**src/rtl/self_test_pkg.sv**
```systemverilog
// Shared constants, field positions and receiver state type for the
// per-layer sort / self-test chain controller.
package self_test_pkg;

    // Serial protocol constants
    localparam logic [15:0] SYNC = 16'h0DF0;
    localparam logic [3:0]  PASS = 4'hA;
    localparam logic [15:0] TAIL = 16'hBEAF;
    localparam int          DLY  = 5;

    // Frame geometry (bit positions inside the assembled 32-bit word)
    localparam int FRAME_BITS = 32;
    localparam int TP_LSB     = 28;   // test_pass [31:28]
    localparam int PS_LSB     = 24;   // power_set [27:24]
    localparam int IA_LSB     = 20;   // ID_above  [23:20]
    localparam int IL_LSB     = 16;   // ID_layer  [19:16]
    localparam int TR_MSB     = 15;   // trailer   [15:0]

    // Serial positions (0 = first bit on the wire) of the last bit of the
    // test_pass and ID_above nibbles.
    localparam int TP_LAST_BIT  = 3;
    localparam int IA_FIRST_BIT = 8;
    localparam int IA_LAST_BIT  = 11;

    // Bit counter value at which the first ID_above bit leaves the delay line
    localparam int SUB_FIRST = IA_FIRST_BIT + DLY;

    // Stream emitted by the bottom layer: SYNC then a frame naming layer 1
    localparam int          ORIG_BITS = 48;
    localparam logic [47:0] ORIG_ROM  = {SYNC, PASS, 4'h0, 4'h0, 4'h1, TAIL};

    typedef enum logic {
        HUNT  = 1'b0,
        FRAME = 1'b1
    } rx_state_e;

    // Layer IDs are 4-bit and wrap from F back to 0
    function automatic logic [3:0] next_id(input logic [3:0] id);
        return id + 4'd1;
    endfunction

endpackage

```
**src/rtl/serial_frame_rx.sv**
```systemverilog
// Serial receiver: hunts for SYNC, then counts 32-bit frames back-to-back.
// Field outputs and the valid strobe are combinational so the top can act on
// the same edge that samples the final trailer bit.
module serial_frame_rx
    import self_test_pkg::*;
(
    input  logic       t_clk,
    input  logic       rst_n,
    input  logic       data_i,
    output logic       in_frame_o,
    output logic [4:0] bit_cnt_o,
    output logic       pass_ok_o,
    output logic [3:0] sub_id_above_o,
    output logic       frame_valid_o,
    output logic [3:0] frame_id_above_o,
    output logic [3:0] frame_power_o,
    output logic [3:0] frame_id_layer_o
);

    rx_state_e   state_q, state_d;
    logic [4:0]  cnt_q, cnt_d;
    logic [30:0] shift_q;
    logic [3:0]  pass_q, pass_d;
    logic [3:0]  ia_q, ia_d;

    // Last 31 samples plus the bit on the wire right now; at bit 31 this is
    // the whole frame, in HUNT its low 16 bits are the sync window.
    logic [31:0] word;
    logic        frame_end;

    assign word      = {shift_q, data_i};
    assign frame_end = (state_q == FRAME) && (cnt_q == 5'(FRAME_BITS - 1));

    assign frame_valid_o    = frame_end
                              && (word[TP_LSB +: 4] == PASS)
                              && (word[TR_MSB:0] == TAIL);
    assign frame_id_above_o = word[IA_LSB +: 4];
    assign frame_power_o    = word[PS_LSB +: 4];
    assign frame_id_layer_o = word[IL_LSB +: 4];

    assign in_frame_o     = (state_q == FRAME);
    assign bit_cnt_o      = cnt_q;
    assign pass_ok_o      = (pass_q == PASS);
    assign sub_id_above_o = ia_q;

    // Next-state: sync hunt, bit counting and early nibble capture
    always_comb begin
        state_d = state_q;
        cnt_d   = cnt_q;
        pass_d  = pass_q;
        ia_d    = ia_q;
        case (state_q)
            HUNT: begin
                if (word[15:0] == SYNC) begin
                    state_d = FRAME;
                    cnt_d   = 5'd0;
                end
            end
            FRAME: begin
                if (cnt_q == 5'(TP_LAST_BIT)) begin
                    pass_d = word[3:0];
                end
                if (cnt_q == 5'(IA_LAST_BIT)) begin
                    ia_d = word[3:0];
                end
                if (frame_end) begin
                    cnt_d = 5'd0;
                    if (!frame_valid_o) begin
                        state_d = HUNT;
                    end
                end else begin
                    cnt_d = cnt_q + 5'd1;
                end
            end
            default: state_d = HUNT;
        endcase
    end

    // Receiver registers; the input shifter runs every cycle in both states
    always_ff @(posedge t_clk or negedge rst_n) begin
        if (!rst_n) begin
            state_q <= HUNT;
            cnt_q   <= 5'd0;
            shift_q <= '0;
            pass_q  <= 4'd0;
            ia_q    <= 4'd0;
        end else begin
            state_q <= state_d;
            cnt_q   <= cnt_d;
            shift_q <= word[30:0];
            pass_q  <= pass_d;
            ia_q    <= ia_d;
        end
    end

endmodule

```
**src/rtl/self_test_top.sv**
```systemverilog
// Per-layer sort / self-test controller. A non-bottom layer derives its ID
// from the frame sent by the layer below, latches its power setting, and
// forwards the stream upward with its own ID patched into ID_above. The
// bottom layer originates the stream from a small ROM instead.
module self_test_top
    import self_test_pkg::*;
(
    input  logic t_clk,
    input  logic rst_n,
    input  logic f_layer,
    input  logic data_in,
    output logic sort_finish,
    output logic data_out
);

    logic           mode_valid_q;
    logic           is_first_q;
    logic [DLY-1:0] dly_q;
    logic           data_out_q, data_out_d;
    logic           sort_finish_q, sort_finish_d;
    logic [3:0]     own_id_q, own_id_d;
    logic [3:0]     power_reg_q, power_reg_d;
    logic [5:0]     orig_cnt_q, orig_cnt_d;

    logic       rx_in_frame;
    logic [4:0] rx_cnt;
    logic       rx_pass_ok;
    logic [3:0] rx_sub_ia;
    logic       rx_valid;
    logic [3:0] rx_frame_ia;
    logic [3:0] rx_power;
    logic [3:0] rx_id_layer;

    serial_frame_rx u_rx (
        .t_clk            (t_clk),
        .rst_n            (rst_n),
        .data_i           (data_in),
        .in_frame_o       (rx_in_frame),
        .bit_cnt_o        (rx_cnt),
        .pass_ok_o        (rx_pass_ok),
        .sub_id_above_o   (rx_sub_ia),
        .frame_valid_o    (rx_valid),
        .frame_id_above_o (rx_frame_ia),
        .frame_power_o    (rx_power),
        .frame_id_layer_o (rx_id_layer)
    );

    // The ID_above nibble leaves the delay line while the counter sits at
    // SUB_FIRST..SUB_FIRST+3; by then the nibble has been fully received.
    logic       sub_active;
    logic [1:0] sub_sel;
    logic [3:0] sub_id;
    logic       sub_bit;

    assign sub_active = rx_in_frame && rx_pass_ok
                        && (rx_cnt >= 5'(SUB_FIRST))
                        && (rx_cnt <  5'(SUB_FIRST + 4));
    assign sub_sel    = 2'(rx_cnt - 5'(SUB_FIRST));
    assign sub_id     = sort_finish_q ? own_id_q : next_id(rx_sub_ia);
    assign sub_bit    = sub_id[2'd3 - sub_sel];

    // Next-state for outputs, ID/power registers and the originator counter
    always_comb begin
        data_out_d    = 1'b0;
        sort_finish_d = sort_finish_q;
        own_id_d      = own_id_q;
        power_reg_d   = power_reg_q;
        orig_cnt_d    = orig_cnt_q;
        if (mode_valid_q) begin
            if (is_first_q) begin
                if (orig_cnt_q < 6'(ORIG_BITS)) begin
                    data_out_d = ORIG_ROM[6'(ORIG_BITS - 1) - orig_cnt_q];
                    orig_cnt_d = orig_cnt_q + 6'd1;
                    if (orig_cnt_q == 6'(ORIG_BITS - 1)) begin
                        sort_finish_d = 1'b1;
                    end
                end
            end else begin
                data_out_d = sub_active ? sub_bit : dly_q[DLY-1];
                if (rx_valid) begin
                    if (!sort_finish_q) begin
                        // First valid frame: ID_layer is judged against the new ID
                        own_id_d      = next_id(rx_frame_ia);
                        sort_finish_d = 1'b1;
                        if (rx_id_layer == next_id(rx_frame_ia)) begin
                            power_reg_d = rx_power;
                        end
                    end else if (rx_id_layer == own_id_q) begin
                        power_reg_d = rx_power;
                    end
                end
            end
        end
    end

    // Mode strap is sampled once, on the first edge after reset release
    always_ff @(posedge t_clk or negedge rst_n) begin
        if (!rst_n) begin
            mode_valid_q <= 1'b0;
            is_first_q   <= 1'b0;
        end else if (!mode_valid_q) begin
            mode_valid_q <= 1'b1;
            is_first_q   <= f_layer;
        end
    end

    // Forwarding delay line
    always_ff @(posedge t_clk or negedge rst_n) begin
        if (!rst_n) begin
            dly_q <= '0;
        end else begin
            dly_q <= {dly_q[DLY-2:0], data_in};
        end
    end

    // Registered outputs and layer state
    always_ff @(posedge t_clk or negedge rst_n) begin
        if (!rst_n) begin
            data_out_q    <= 1'b0;
            sort_finish_q <= 1'b0;
            own_id_q      <= 4'd0;
            power_reg_q   <= 4'd0;
            orig_cnt_q    <= 6'd0;
        end else begin
            data_out_q    <= data_out_d;
            sort_finish_q <= sort_finish_d;
            own_id_q      <= own_id_d;
            power_reg_q   <= power_reg_d;
            orig_cnt_q    <= orig_cnt_d;
        end
    end

    assign data_out    = data_out_q;
    assign sort_finish = sort_finish_q;

endmodule

```
**config.mk**
```make
export PLATFORM = sky130hd
export DESIGN_NAME = self_test_top
export DESIGN_NICKNAME = d
export VERILOG_FILES = /design/src/rtl/self_test_pkg.sv /design/src/rtl/serial_frame_rx.sv /design/src/rtl/self_test_top.sv
export SDC_FILE = /design/constraint.sdc
export NUM_CORES = 1
export LEC_CHECK = 0
export ABC_AREA = 1
export BUFFER_PORTS_ARGS = -buffer_cell sky130_fd_sc_hd__buf_2
export CAP_MARGIN = 20
export CORE_MARGIN = 1.5
export CORE_UTILIZATION = 35
export DETAILED_ROUTE_END_ITERATION = 12
export MAX_ROUTING_LAYER = met4
export PLACE_DENSITY_LB_ADDON = 0.1
export SLEW_MARGIN = 20
export SYNTH_ARGS = -nofsm -noshare
export SYNTH_HDL_FRONTEND = slang
export SYNTH_HIERARCHICAL = 1
export SYNTH_SLANG_ARGS = --single-unit
export TNS_END_PERCENT = 20
```
**constraint.sdc**
```tcl
create_clock -name t_clk -period 2.5 [get_ports t_clk]
set_input_delay 0.375 -clock t_clk [delete_from_list [all_inputs] [get_ports t_clk]]
set_output_delay 0.375 -clock t_clk [all_outputs]
set_load 0.005 [all_outputs]
```
==> impl_metrics.sql <==
INSERT INTO impl_metrics (metric_group, metric, value, unit) VALUES
('outcome', 'status', 'finished clean', ''),
('route', 'ant_nets', '0', ''),
('critical_path', 'crit_path_cell_trace', 'ha_1 -> nand2_1 -> nor2_1 -> ha_1 -> nand3_1 -> nor2_1 -> nand3_1 -> inv_1 -> inv_1 -> nor3_2 -> inv_1 -> nand2_1 -> o21ai_1', ''),
('pwr', 'static-leakage-power', '1.53', 'nW'),
('worst_hold_path', 'worstHoldPathType', 'in -> async', ''),
('flow_run', 'max_cap_violations', '0', ''),
('sta', 'rsz0062_at_grt', 'no', ''),
('cts', 'hold_buffers', '0', ''),
('sta', 'fin_hold_viols', '0', ''),
('sta', 'finClkSkew', '0.00473', 'ns'),
('route', 'drt_drc_violations_left', '0', ''),
('critical_path', 'max_stage_delay', '0.50', 'ns'),
('route', 'dr.first_iter.drc_count', '45', ''),
('sta', 'finalCritPeriodShare', '84.6', '%'),
('floorplanning', 'boundaryPins', '6', ''),
('placed_design', 'port-buffer-count', '5', ''),
('pwr', 'total_power', '2.30', 'mW'),
('sta', 'final_max_slew_viol_count', '0', ''),
('final_layout', 'leading_cell_type_in_the_layout_fill_and_taps_excluded', 'sky130_fd_sc_hd__nand2_1', ''),
('critical_path', 'crit_slowest_cell', 'sky130_fd_sc_hd__dfrtp_1', ''),
('cts', 'clock_pin_slew_on_the_worst_setup_and_hold_paths', '0.07', 'ns'),
('critical_path', 'critical_path.max_fanout', '9', ''),
('critical_path', 'critPathRequiredTime', '2.72', 'ns'),
('final_layout', 'n_fill_cell', '750', ''),
('final_layout', 'post_route_cells_drive_above_1_share', '11.1', '%'),
('route', 'via_count', '1712', ''),
('floorplanning', 'initial_core_utilization', '36.8', '%'),
('cts', 'ctsHtreeMaxLevel', '3', ''),
('synthesis', 'post_synth.cell_area_avg', '9.80', 'um^2'),
('cts', 'tritoncts_clock_tree', 'built', ''),
('floorplanning', 'floorplan.die.height', '91.2', 'um'),
('global_routing', 'wire_length_of_the_first_global_routing_pass', '8310', 'um'),
('critical_path', 'most_used_cell_cp', 'sky130_fd_sc_hd__inv_1', ''),
('critical_path', 'critPathKind', 'reg -> reg', ''),
('global_routing', 'grt_util_all_layers', '13.4', '%'),
('cts', 'post_cts.repair.setup_buffers', '0', ''),
('floorplanning', 'num_rows', '31', ''),
('cts', 'cts_inserted_buffers', '9', ''),
('sta', 'fin_tns_setup', '0', 'ns'),
('cts', 'ctsResizeCount', '0', ''),
('placed_design', 'place.detailed.hpwl', '3120', 'um'),
('critical_path', 'timing.critical_path.from_type', 'flip-flop', ''),
('critical_path', 'setup.worst_path.end_class', 'flip-flop', ''),
('sta', 'achievable-frequency', '473', 'MHz'),
('sta', 'finalSetupViolCount', '0', ''),
('final_layout', 'design.final.nets', '307', ''),
('final_layout', 'final_cell_mix', '72 x sky130_fd_sc_hd__nand2_1, 64 x sky130_fd_sc_hd__dfrtp_1, 37 x sky130_fd_sc_hd__inv_1', ''),
('cts', 'clockBufferDepth', '2', ''),
('floorplanning', 'floorplan.die_area', '8320', 'um^2'),
('floorplanning', 'core_region_area', '7410', 'um^2'),
('cts', 'cts.sink_count', '64', ''),
('sta', 'tightestPinTransition', '0.799', 'ns'),
('global_routing', 'number_of_antenna_violations_at_the_first_check_in_global_routing', '0', ''),
('placed_design', 'place_congestion', '0.735', ''),
('synthesis', 'syn_area', '2720', 'um^2'),
('synthesis', 'post_synth_inst_count', '278', ''),
('floorplanning', 'chipWidth', '91.2', 'um'),
('global_routing', 'gr_overflow_total', '0', ''),
('route', 'via_density_per_instance', '4.33', ''),
('final_layout', 'antennaDiodeCount', '0', ''),
('cts', 'clock_tree.root_cell', 'sky130_fd_sc_hd__clkbuf_8', ''),
('route', 'wirelength', '4710', 'um'),
('global_routing', 'pin_count_of_the_biggest_net_entering_global_routing', '65', ''),
('critical_path', 'ff2ff_setup_slack', '0.39', 'ns'),
('pwr', 'vdd_ir_drop_max', '316', 'uV'),
('route', 'drt-wirelength-per-cell', '11.9', 'um'),
('global_routing', 'vias_in_the_first_global_route', '1720', ''),
('critical_path', 'worstPathArrival', '2.33', 'ns'),
('synthesis', 'synth.yosys.warnings', '6', ''),
('synthesis', 'syn-num-nets', '294', ''),
('route', 'drt_pre_antenna_iters', '4', ''),
('pwr', 'power_density', '755', 'nW/um^2'),
('sta', 'fin_crit', '2.11', 'ns'),
('cts', 'clk-insertion-delay-late', '0.33', 'ns'),
('sta', 'timing.slew.headroom', '46.8', '%'),
('final_layout', 'syn2layout_area_growth', '11.9', '%');
registers in the layout, summed over array words and instances (netlist names):
register and flops:
mode_valid_q 1, u_rx/in_frame_o 1, sort_finish 1, orig_cnt_q 6
own_id_q 4, dly_q 5, u_rx/sub_id_above_o 4, data_out 1
u_rx/bit_cnt_o 5, is_first_q 1, u_rx/pass_q 4, u_rx/shift_q 31
layout make-up:
cell class	count	area (um^2)	share of cell area (%)
Sequential cell	64	1600	52.5
Clock buffer	13	159	5.21
Clock inverter	3	40.0	1.31
Timing Repair Buffer	6	32.5	1.07
Multi-Input combinational cell	171	946	31.0
Tap cell	99	124	4.06
Inverter	39	146	4.80
final timing paths:
kind                                   start          endpoint  cells after the start
max                        u_rx/bit_cnt_o[0]       own_id_q[0]                     13
min                                    rst_n  u_rx/shift_q[16]                      2
max reg2reg                u_rx/bit_cnt_o[0]       own_id_q[0]                     13
min reg2reg                 u_rx/shift_q[15]  u_rx/shift_q[16]                      0
max in group asynchronous              rst_n          dly_q[4]                      2
min in group t_clk                   f_layer        is_first_q                      3
routing by layer:
layer	vias to the layer above	global-route usage, %	share of wire [%]
li1	896	-	-
met5	-	-	0
met2	15	19.5	42
met1	791	17.2	53
met4	0	5.86	2.1
met3	10	4.36	3.1
stage by stage:
step / hold WS [ns] / worst slack [ns] / utilization (%) / std cells / area [um^2]
after CTS: 0.219 / 0.375 / 41.2 / 395 / 3050
after global placement: 0.333 / 0.434 / 38.5 / 379 / 2850
after floorplan: 0.0794 / 0.588 / - / 278 / 2720
after detailed placement: 0.335 / 0.382 / 38.5 / 379 / 2850
after global routing: 0.234 / 0.0254 / 41.2 / 395 / 3050
final: 0.210 / 0.386 / 41.2 / 395 / 3050
worst max-delay path, delay by kind of cell (launching register included):
kind,cells,cell delay (ns)
simple gates,7,0.73
buf+inv,3,0.25
fa+ha+maj,2,0.46
flops,1,0.50
compound gates,1,0.05
power breakdown:
part	switching [mW]	internal, mW	leakage (nW)
registers	0.0946	1.11	0.784
logic	0.124	0.0866	0.645
clock network	0.376	0.512	0.103
total	0.595	1.71	1.53
Power figures use the tool's default switching activity.
